### config.mk
export PLATFORM = sky130hd
export DESIGN_NAME = ask_env_slicer
export DESIGN_NICKNAME = d
export VERILOG_FILES = /design/src/rtl/ask_rx_pkg.sv /design/src/rtl/ask_peak_win.sv /design/src/rtl/ask_env_slicer.sv
export SDC_FILE = /design/constraint.sdc
export NUM_CORES = 1
export LEC_CHECK = 0
export BUFFER_PORTS_ARGS = -buffer_cell sky130_fd_sc_hd__buf_2
export CORE_MARGIN = 2
export CORE_UTILIZATION = 35
export DETAILED_ROUTE_END_ITERATION = 8
export PLACE_DENSITY = 0.56
export SETUP_SLACK_MARGIN = 0.02
export SLEW_MARGIN = 20
export SYNTH_ARGS = -nofsm -noshare
export SYNTH_HDL_FRONTEND = slang
export SYNTH_HIERARCHICAL = 1
export SYNTH_SLANG_ARGS = --single-unit
### constraint.sdc
create_clock -name clk -period 2.9 [get_ports clk]
set_input_delay 0.29 -clock clk [delete_from_list [all_inputs] [get_ports clk]]
set_output_delay 0.29 -clock clk [all_outputs]
set_load 0.1 [all_outputs]
### src/rtl/ask_rx_pkg.sv
// Shared types and helpers for the ASK receive path.
// Sample width, midscale, carrier FSM states and the rectifier.
package ask_rx_pkg;

    localparam int DW = 10;
    localparam int EW = DW - 1;
    localparam logic [DW-1:0] MID = {1'b1, {EW{1'b0}}};

    typedef enum logic {
        SEARCH,
        LOCKED
    } car_state_t;

    // |d - c|, clipped to the largest magnitude an EW-bit envelope can hold
    function automatic logic [EW-1:0] rectify(
        input logic [DW-1:0] d,
        input logic [DW-1:0] c
    );
        logic [DW-1:0] mag;
        mag = (d >= c) ? (d - c) : (c - d);
        rectify = mag[DW-1] ? {EW{1'b1}} : mag[EW-1:0];
    endfunction

endpackage

### src/rtl/ask_peak_win.sv
// Rectifier, window counter and peak hold producing the latched envelope.
// ASK_DC_TRACK_EN replaces fixed midscale with a per-window min/max DC estimate.
module ask_peak_win
    import ask_rx_pkg::*;
#(
    parameter int WIN = 64
) (
    input  logic          clk,
    input  logic          rst_n,
    input  logic          sample_valid,
    input  logic [DW-1:0] data_in,
    output logic          win_done,
    output logic [EW-1:0] win_peak,
    output logic [EW-1:0] env,
    output logic          env_valid
);

    localparam int CW = $clog2(WIN);

    logic [CW-1:0] cnt;
    logic [EW-1:0] peak;
    logic [EW-1:0] rect;
    logic [DW-1:0] center;

    assign rect     = rectify(data_in, center);
    assign win_peak = (rect > peak) ? rect : peak;
    assign win_done = sample_valid && (cnt == CW'(WIN - 1));

`ifdef ASK_DC_TRACK_EN
    logic [DW-1:0] dc;
    logic [DW-1:0] mn;
    logic [DW-1:0] mx;
    logic [DW-1:0] lo;
    logic [DW-1:0] hi;
    logic [DW:0]   mid_sum;

    assign lo      = (data_in < mn) ? data_in : mn;
    assign hi      = (data_in > mx) ? data_in : mx;
    assign mid_sum = {1'b0, lo} + {1'b0, hi};
    assign center  = dc;

    // New estimate applies from the first sample of the following window
    always_ff @(posedge clk or negedge rst_n) begin
        if (!rst_n) begin
            dc <= MID;
            mn <= {DW{1'b1}};
            mx <= '0;
        end else if (sample_valid) begin
            if (win_done) begin
                dc <= mid_sum[DW:1];
                mn <= {DW{1'b1}};
                mx <= '0;
            end else begin
                mn <= lo;
                mx <= hi;
            end
        end
    end
`else
    assign center = MID;
`endif

    always_ff @(posedge clk or negedge rst_n) begin
        if (!rst_n) begin
            cnt       <= '0;
            peak      <= '0;
            env       <= '0;
            env_valid <= 1'b0;
        end else begin
            env_valid <= win_done;
            if (sample_valid) begin
                if (win_done) begin
                    cnt  <= '0;
                    peak <= '0;
                    env  <= win_peak;
                end else begin
                    cnt  <= cnt + 1'b1;
                    peak <= win_peak;
                end
            end
        end
    end

endmodule

### src/rtl/ask_env_slicer.sv
// ASK envelope slicer: hysteresis bit decision and carrier search/lock FSM.
// Optional ASK_DC_TRACK_EN enables DC tracking inside ask_peak_win.
module ask_env_slicer
    import ask_rx_pkg::*;
#(
    parameter int WIN       = 64,
    parameter int TH_HI     = 200,
    parameter int TH_LO     = 120,
    parameter int LOCK_WINS = 4,
    parameter int LOSS_WINS = 16
) (
    input  logic          clk,
    input  logic          rst_n,
    input  logic          sample_valid,
    input  logic [DW-1:0] data_in,
    output logic [EW-1:0] env,
    output logic          env_valid,
    output logic          bit_out,
    output logic          carrier_det
);

    localparam int RMAX = (LOCK_WINS > LOSS_WINS) ? LOCK_WINS : LOSS_WINS;
    localparam int RW   = $clog2(RMAX + 1);

    localparam logic [EW-1:0] HI_T   = EW'(TH_HI);
    localparam logic [EW-1:0] LO_T   = EW'(TH_LO);
    localparam logic [RW-1:0] LOCK_R = RW'(LOCK_WINS);
    localparam logic [RW-1:0] LOSS_R = RW'(LOSS_WINS);

    logic          win_done;
    logic [EW-1:0] win_peak;
    logic          above;
    logic [RW-1:0] run;
    logic [RW-1:0] run_inc;
    car_state_t    state;

    ask_peak_win #(
        .WIN (WIN)
    ) u_peak (
        .clk          (clk),
        .rst_n        (rst_n),
        .sample_valid (sample_valid),
        .data_in      (data_in),
        .win_done     (win_done),
        .win_peak     (win_peak),
        .env          (env),
        .env_valid    (env_valid)
    );

    assign above   = (win_peak >= LO_T);
    assign run_inc = run + 1'b1;

    // Decisions use the envelope being latched so they land with env_valid
    always_ff @(posedge clk or negedge rst_n) begin
        if (!rst_n) begin
            state       <= SEARCH;
            run         <= '0;
            bit_out     <= 1'b0;
            carrier_det <= 1'b0;
        end else if (win_done) begin
            if (win_peak >= HI_T) begin
                bit_out <= 1'b1;
            end else if (!above) begin
                bit_out <= 1'b0;
            end
            unique case (state)
                SEARCH: begin
                    if (!above) begin
                        run <= '0;
                    end else if (run_inc == LOCK_R) begin
                        state       <= LOCKED;
                        run         <= '0;
                        carrier_det <= 1'b1;
                    end else begin
                        run <= run_inc;
                    end
                end
                LOCKED: begin
                    if (above) begin
                        run <= '0;
                    end else if (run_inc == LOSS_R) begin
                        state       <= SEARCH;
                        run         <= '0;
                        carrier_det <= 1'b0;
                    end else begin
                        run <= run_inc;
                    end
                end
            endcase
        end
    end

endmodule

# Word-level counts from Yosys, hierarchy flattened
# Cells that the tools add are included.
# W data, S select, Z words.
[totals]
input_bits = 13
register_bits = 33
output_inout_bits = 12
[classes]
bitwise = 1
mux = 22
eq_ne = 8
n_addsub = 4
order_cmp = 4
reduce_logical = 4
[op_table]
columns = ["op", "count"]
rows = [
  ["$mux W9", 3],
  ["$mux W5", 4],
  ["$ge A10 B10 Y1 const B", 1],
  ["$mux W1", 10],
  ["$mux W10", 1],
  ["$pmux W5 S2", 1],
  ["$sub A10 B10 Y10 const A", 1],
  ["$sub A10 B10 Y10 const B", 1],
  ["$ge A9 B7 Y1 const B", 1],
  ["$ge A9 B8 Y1 const B", 1],
  ["$gt A9 B9 Y1", 1],
  ["$add A6 B1 Y6 const B", 1],
  ["$eq A6 B6 Y1 const B", 1],
  ["$mux W6", 1],
  ["$ne A2 B2 Y1 const B", 3],
  ["$add A5 B1 Y5 const B", 1],
  ["$eq A5 B3 Y1 const B", 1],
  ["$eq A5 B5 Y1 const B", 1],
  ["$reduce_and A5 Y1", 1],
  ["$ne A2 B1 Y1 const B", 2],
  ["$pmux W1 S2", 2],
  ["$reduce_and A2 Y1", 2],
  ["$logic_and A1 B1 Y1", 1],
  ["$not A1 Y1", 1],
]

# Longest topological paths before layout
[logic_depth]
word_depth = 8
mapped_depth = 19
mapped_depth_nobuf = 16

# Cells and area by module
# Netlist, hierarchy kept.
[modules_own_cells]
columns = ["mod", "area_per_inst_um2", "instances", "seq_area_each_um2", "cells_each"]
rows = [
  ["ask_peak_win", 1875.5, 1, 625.6, 212],
  ["ask_env_slicer", 598.1, 1, 200.2, 66],
]

# Least setup slack after synthesis
# No wires, ideal clock.
[synth_timing]
kind = "input to register"
start = "input data_in[0]"
end = "register run[3]"
stages = 19
setup_ps = 118
setup_slack_ps = -929
t_arrival_ps = 3711
required_ps = 2782
cell_sequence = "inv_1 ha_1 or3b_2 a211oi_1 nor3_2 ha_1 and4_4 buf_6 and3b_4 a211o_1 buf_2 buf_6 nand3_1 o21ai_0 and4_4 nor3_4 xor2_2 o21ai_1 a21o_1"
[synth_via]
elab_chain_len = 8
elab_cells_between_ends = 11
cone_classes = "add/sub (2); order compare (3); mux (6)"
[synth_lines]
columns = ["item", "line_no", "text"]
rows = [
  ["from (decl)", "ask_env_slicer.sv:15", "input logic [DW-1:0] data_in,"],
  ["$sub A10 B10 Y10 or $ge A10 B10 Y1 (tied branches)", "ask_rx_pkg.sv:20", "mag = (d >= c) ? (d - c) : (c - d);"],
  ["$mux W10 *", "ask_rx_pkg.sv:20", ""],
  ["$mux W9 *", "ask_rx_pkg.sv:21", "rectify = mag[DW-1] ? {EW{1'b1}} : mag[EW-1:0];"],
  ["$gt A9 B9 Y1", "ask_peak_win.sv:26", "assign win_peak = (rect > peak) ? rect : peak;"],
  ["$mux W9 *", "ask_peak_win.sv:26", ""],
  ["via win_peak[6]", "ask_env_slicer.sv:31", "logic [EW-1:0] win_peak;"],
  ["$ge A9 B7 Y1 *", "ask_env_slicer.sv:50", "assign above = (win_peak >= LO_T);"],
  ["$mux W5, on equally long branches", "ask_env_slicer.sv:79, ask_env_slicer.sv:68", ""],
  ["$pmux W5 S2 *", "ask_env_slicer.sv:66", "unique case (state)"],
  ["to (signal assigned)", "ask_env_slicer.sv:75", "run <= run_inc;"],
  ["to (signal assigned)", "ask_env_slicer.sv:86", "run <= run_inc;"],
  ["to (decl)", "ask_env_slicer.sv:33", "logic [RW-1:0] run;"],
]
# The timed path passes the listed nets; every way through them passes the cells marked *.
# A chain may end at the register's enable or synchronous reset.

# Worst setup path after layout
[layout_timing]
start = "input data_in[1]"
end = "register run[2]"
# Same word-level chain as after synthesis.

==> flow_summary.json <==
{
  "antenna_found_initial": 0,
  "timing.rr.start": "u_peak/peak[4]",
  "r2r_slack_ns": 0.09,
  "crit_path_start_kind": "input pin",
  "num_io_pins": 25,
  "tightest_slew_ns": 0.7577,
  "vias": 2480,
  "status": "finished with violations",
  "wl_mm": 6.820,
  "fin_ws_ns": -0.5180,
  "die_x_um": 87.84,
  "cp_cell_sequence": "buf_8 > buf_6 > or4_4 > a311o_1 > o21ai_2 > ha_4 > a21oi_2 > o21ai_2 > buf_4 > a211oi_4 > nor2_4 > buf_6 > o21ai_4 > and4_4 > nor3_4 > buf_6 > a311oi_2 > nand2_1 > a31oi_1",
  "yosysWarnings": 6,
  "grt_max_degree": 34,
  "clk_latency_ns": 0.28,
  "setup_viol": 8,
  "nets": 399,
  "clkSlewWorstSetupHoldPaths_ns": 0.07,
  "drcViolationCount": 0,
  "grt_pass1_vias": 2357,
  "rows": 30,
  "die_h_um": 87.84,
  "crit_family": "compound AO/OA/AOI/OAI gates",
  "cpMostUsedCell": "buf_6",
  "reg2regPathDepth": 12,
  "io_buffer_count": 24,
  "syn-cell-area_um2": 2460,
  "clk_path_buf_depth": 2,
  "slowest_delay_ns": 0.53,
  "arrival_ns": 3.63,
  "timing.fmax_ghz": 0.2926,
  "drt-pass1-iter-count": 5,
  "ir_drop_v": 0.0003865,
  "cp_max_fo": 5,
  "tritoncts": "built",
  "avgRoutedWirePerCell_um": 14.51,
  "gp_congestion": 0.8756,
  "grt_pass1_wl_mm": 11.22,
  "finalSetupTns_ns": -3.273,
  "htreeDepth": 2,
  "hpwl_mm": 4.688,
  "vias_per_cell": 5.277,
  "min_path_type": "input pin to async pin",
  "area_growth_syn_to_layout_pct": 45.52,
  "clock-root-buffer": "clkbuf_8",
  "postPlaceCellArea_um2": 3108,
  "hold_viol": 0,
  "required_ns": 3.11,
  "overflow": 0,
  "drive_gt1_share_pct": 43.85,
  "end_kind": "register",
  "initial_core_util_pct": 36.21,
  "drv_cap": 0,
  "fin_hold_ws_ns": 0.07362,
  "cts_buffers": 5,
  "crit_path_top_delay_cell": "or4_4",
  "clock_skew_ns": 0.003793,
  "fp.dieArea_um2": 7715,
  "drt_iter0_drc": 151,
  "synth_fp_nets": 301,
  "fin_util_pct": 52.69,
  "violations": "negative setup slack",
  "detail-route-antenna-nets": 0,
  "synthCells": 275,
  "cts.sinks": 33,
  "core_area_um2": 6794,
  "pwr_density_cell_nw_per_um2": 840.3,
  "rsz0062_at_grt": "yes",
  "reg2reg_to": "run[3]",
  "slew_headroom_pct": 49.48,
  "dp_slack_ns": -0.9375,
  "p_leak_nw": 1.668,
  "timing.critical_path.buf_inv": 5,
  "diodes": 0,
  "grtUsageTotal_pct": 18.27,
  "drv_slew": 0,
  "crit_type": "input pin to register",
  "fin_crit_sh_pct": 117.9,
  "syn_area_per_cell_um2": 8.945,
  "post-route-min-period_ns": 3.418,
  "ctsHoldBuffers": 0,
  "design_area_um2": 3580
}
cell type report:
type | instances | area (um^2)
inverters | 17 | 68.82
clock inverters | 1 | 5.005
clock buffers | 7 | 96.34
repair buffers | 105 | 772.0
flip-flops and latches | 33 | 825.8
multi-input cells | 211 | 1692
fillers | 640 | 3214
well taps | 96 | 120.1
layout by cell type, fill, tap and decap left out, drive strengths merged, types with 3 or more instances in the layout:
cell,count
buf,105
dfrtp,33
nand2,27
o21ai,18
inv,17
nand3,15
nor2,14
a21oi,14
ha,13
nor3,12
o31ai,10
a32oi,8
clkbuf,7
a31oi,6
xnor2,5
o21a,4
nand4,4
a21o,4
and4,4
and3,3
nand2b,3
and2,3
nor3b,3
mux2i,3
xor2,3
mux2,3
a2111oi,3
power by group:
group / switching, W / leakage (nW) / internal, W
Sequential: 0.000103 / 0.423 / 0.000597
Clock: 0.000174 / 0.0542 / 0.000215
Combinational: 0.00100 / 1.19 / 0.000918
routing by layer:
| metal | global-route usage [%] | up-vias | share of wire [%] | wire length [um] |
|---|---|---|---|---|
| met1 | 25.64 | 1213 | 49 | 3309 |
| li1 | - | 1233 | - | - |
| met3 | 2.828 | 2 | 2.6 | 177 |
| met4 | 3.077 | 0 | 0.32 | 22 |
| met5 | 0 | - | 0 | 0 |
| met2 | 30.23 | 32 | 49 | 3310 |
worst max-delay path by stage:
stage / from / end / slack, ns / cells past startpoint
after floorplan: data_in[2] / run[3] / -0.77 / 17
after global placement: data_in[1] / run[3] / -0.89 / 16
after detailed placement: data_in[1] / run[3] / -0.94 / 16
after CTS: data_in[1] / run[3] / -0.42 / 16
after global routing: data_in[2] / run[3] / -0.64 / 17
final: data_in[1] / run[2] / -0.52 / 19
flip-flops by register name, indices dropped and copies added, names as in the netlist:
register,flops
carrier_det,1
u_peak/env_valid,1
u_peak/env,9
bit_out,1
u_peak/peak,9
run,5
u_peak/cnt,6
state,1
what timing repair did:
item	4_1_cts	5_1_grt
cloned	0	0
resized for setup	32	19
pin swaps	16	18
hold endpoints to repair	0	0
buffers inserted	16	5
endpoints found under the setup margin	18	22
through the flow:
stage | power [W] | instances
2_1_floorplan | 0.001664 | 275
5_1_grt | 0.003200 | 470
4_1_cts | 0.002830 | 466
6_report | 0.003008 | 470
3_5_place_dp | 0.002129 | 442
3_3_place_gp | 0.002110 | 442
Power figures use the tool's default switching activity.
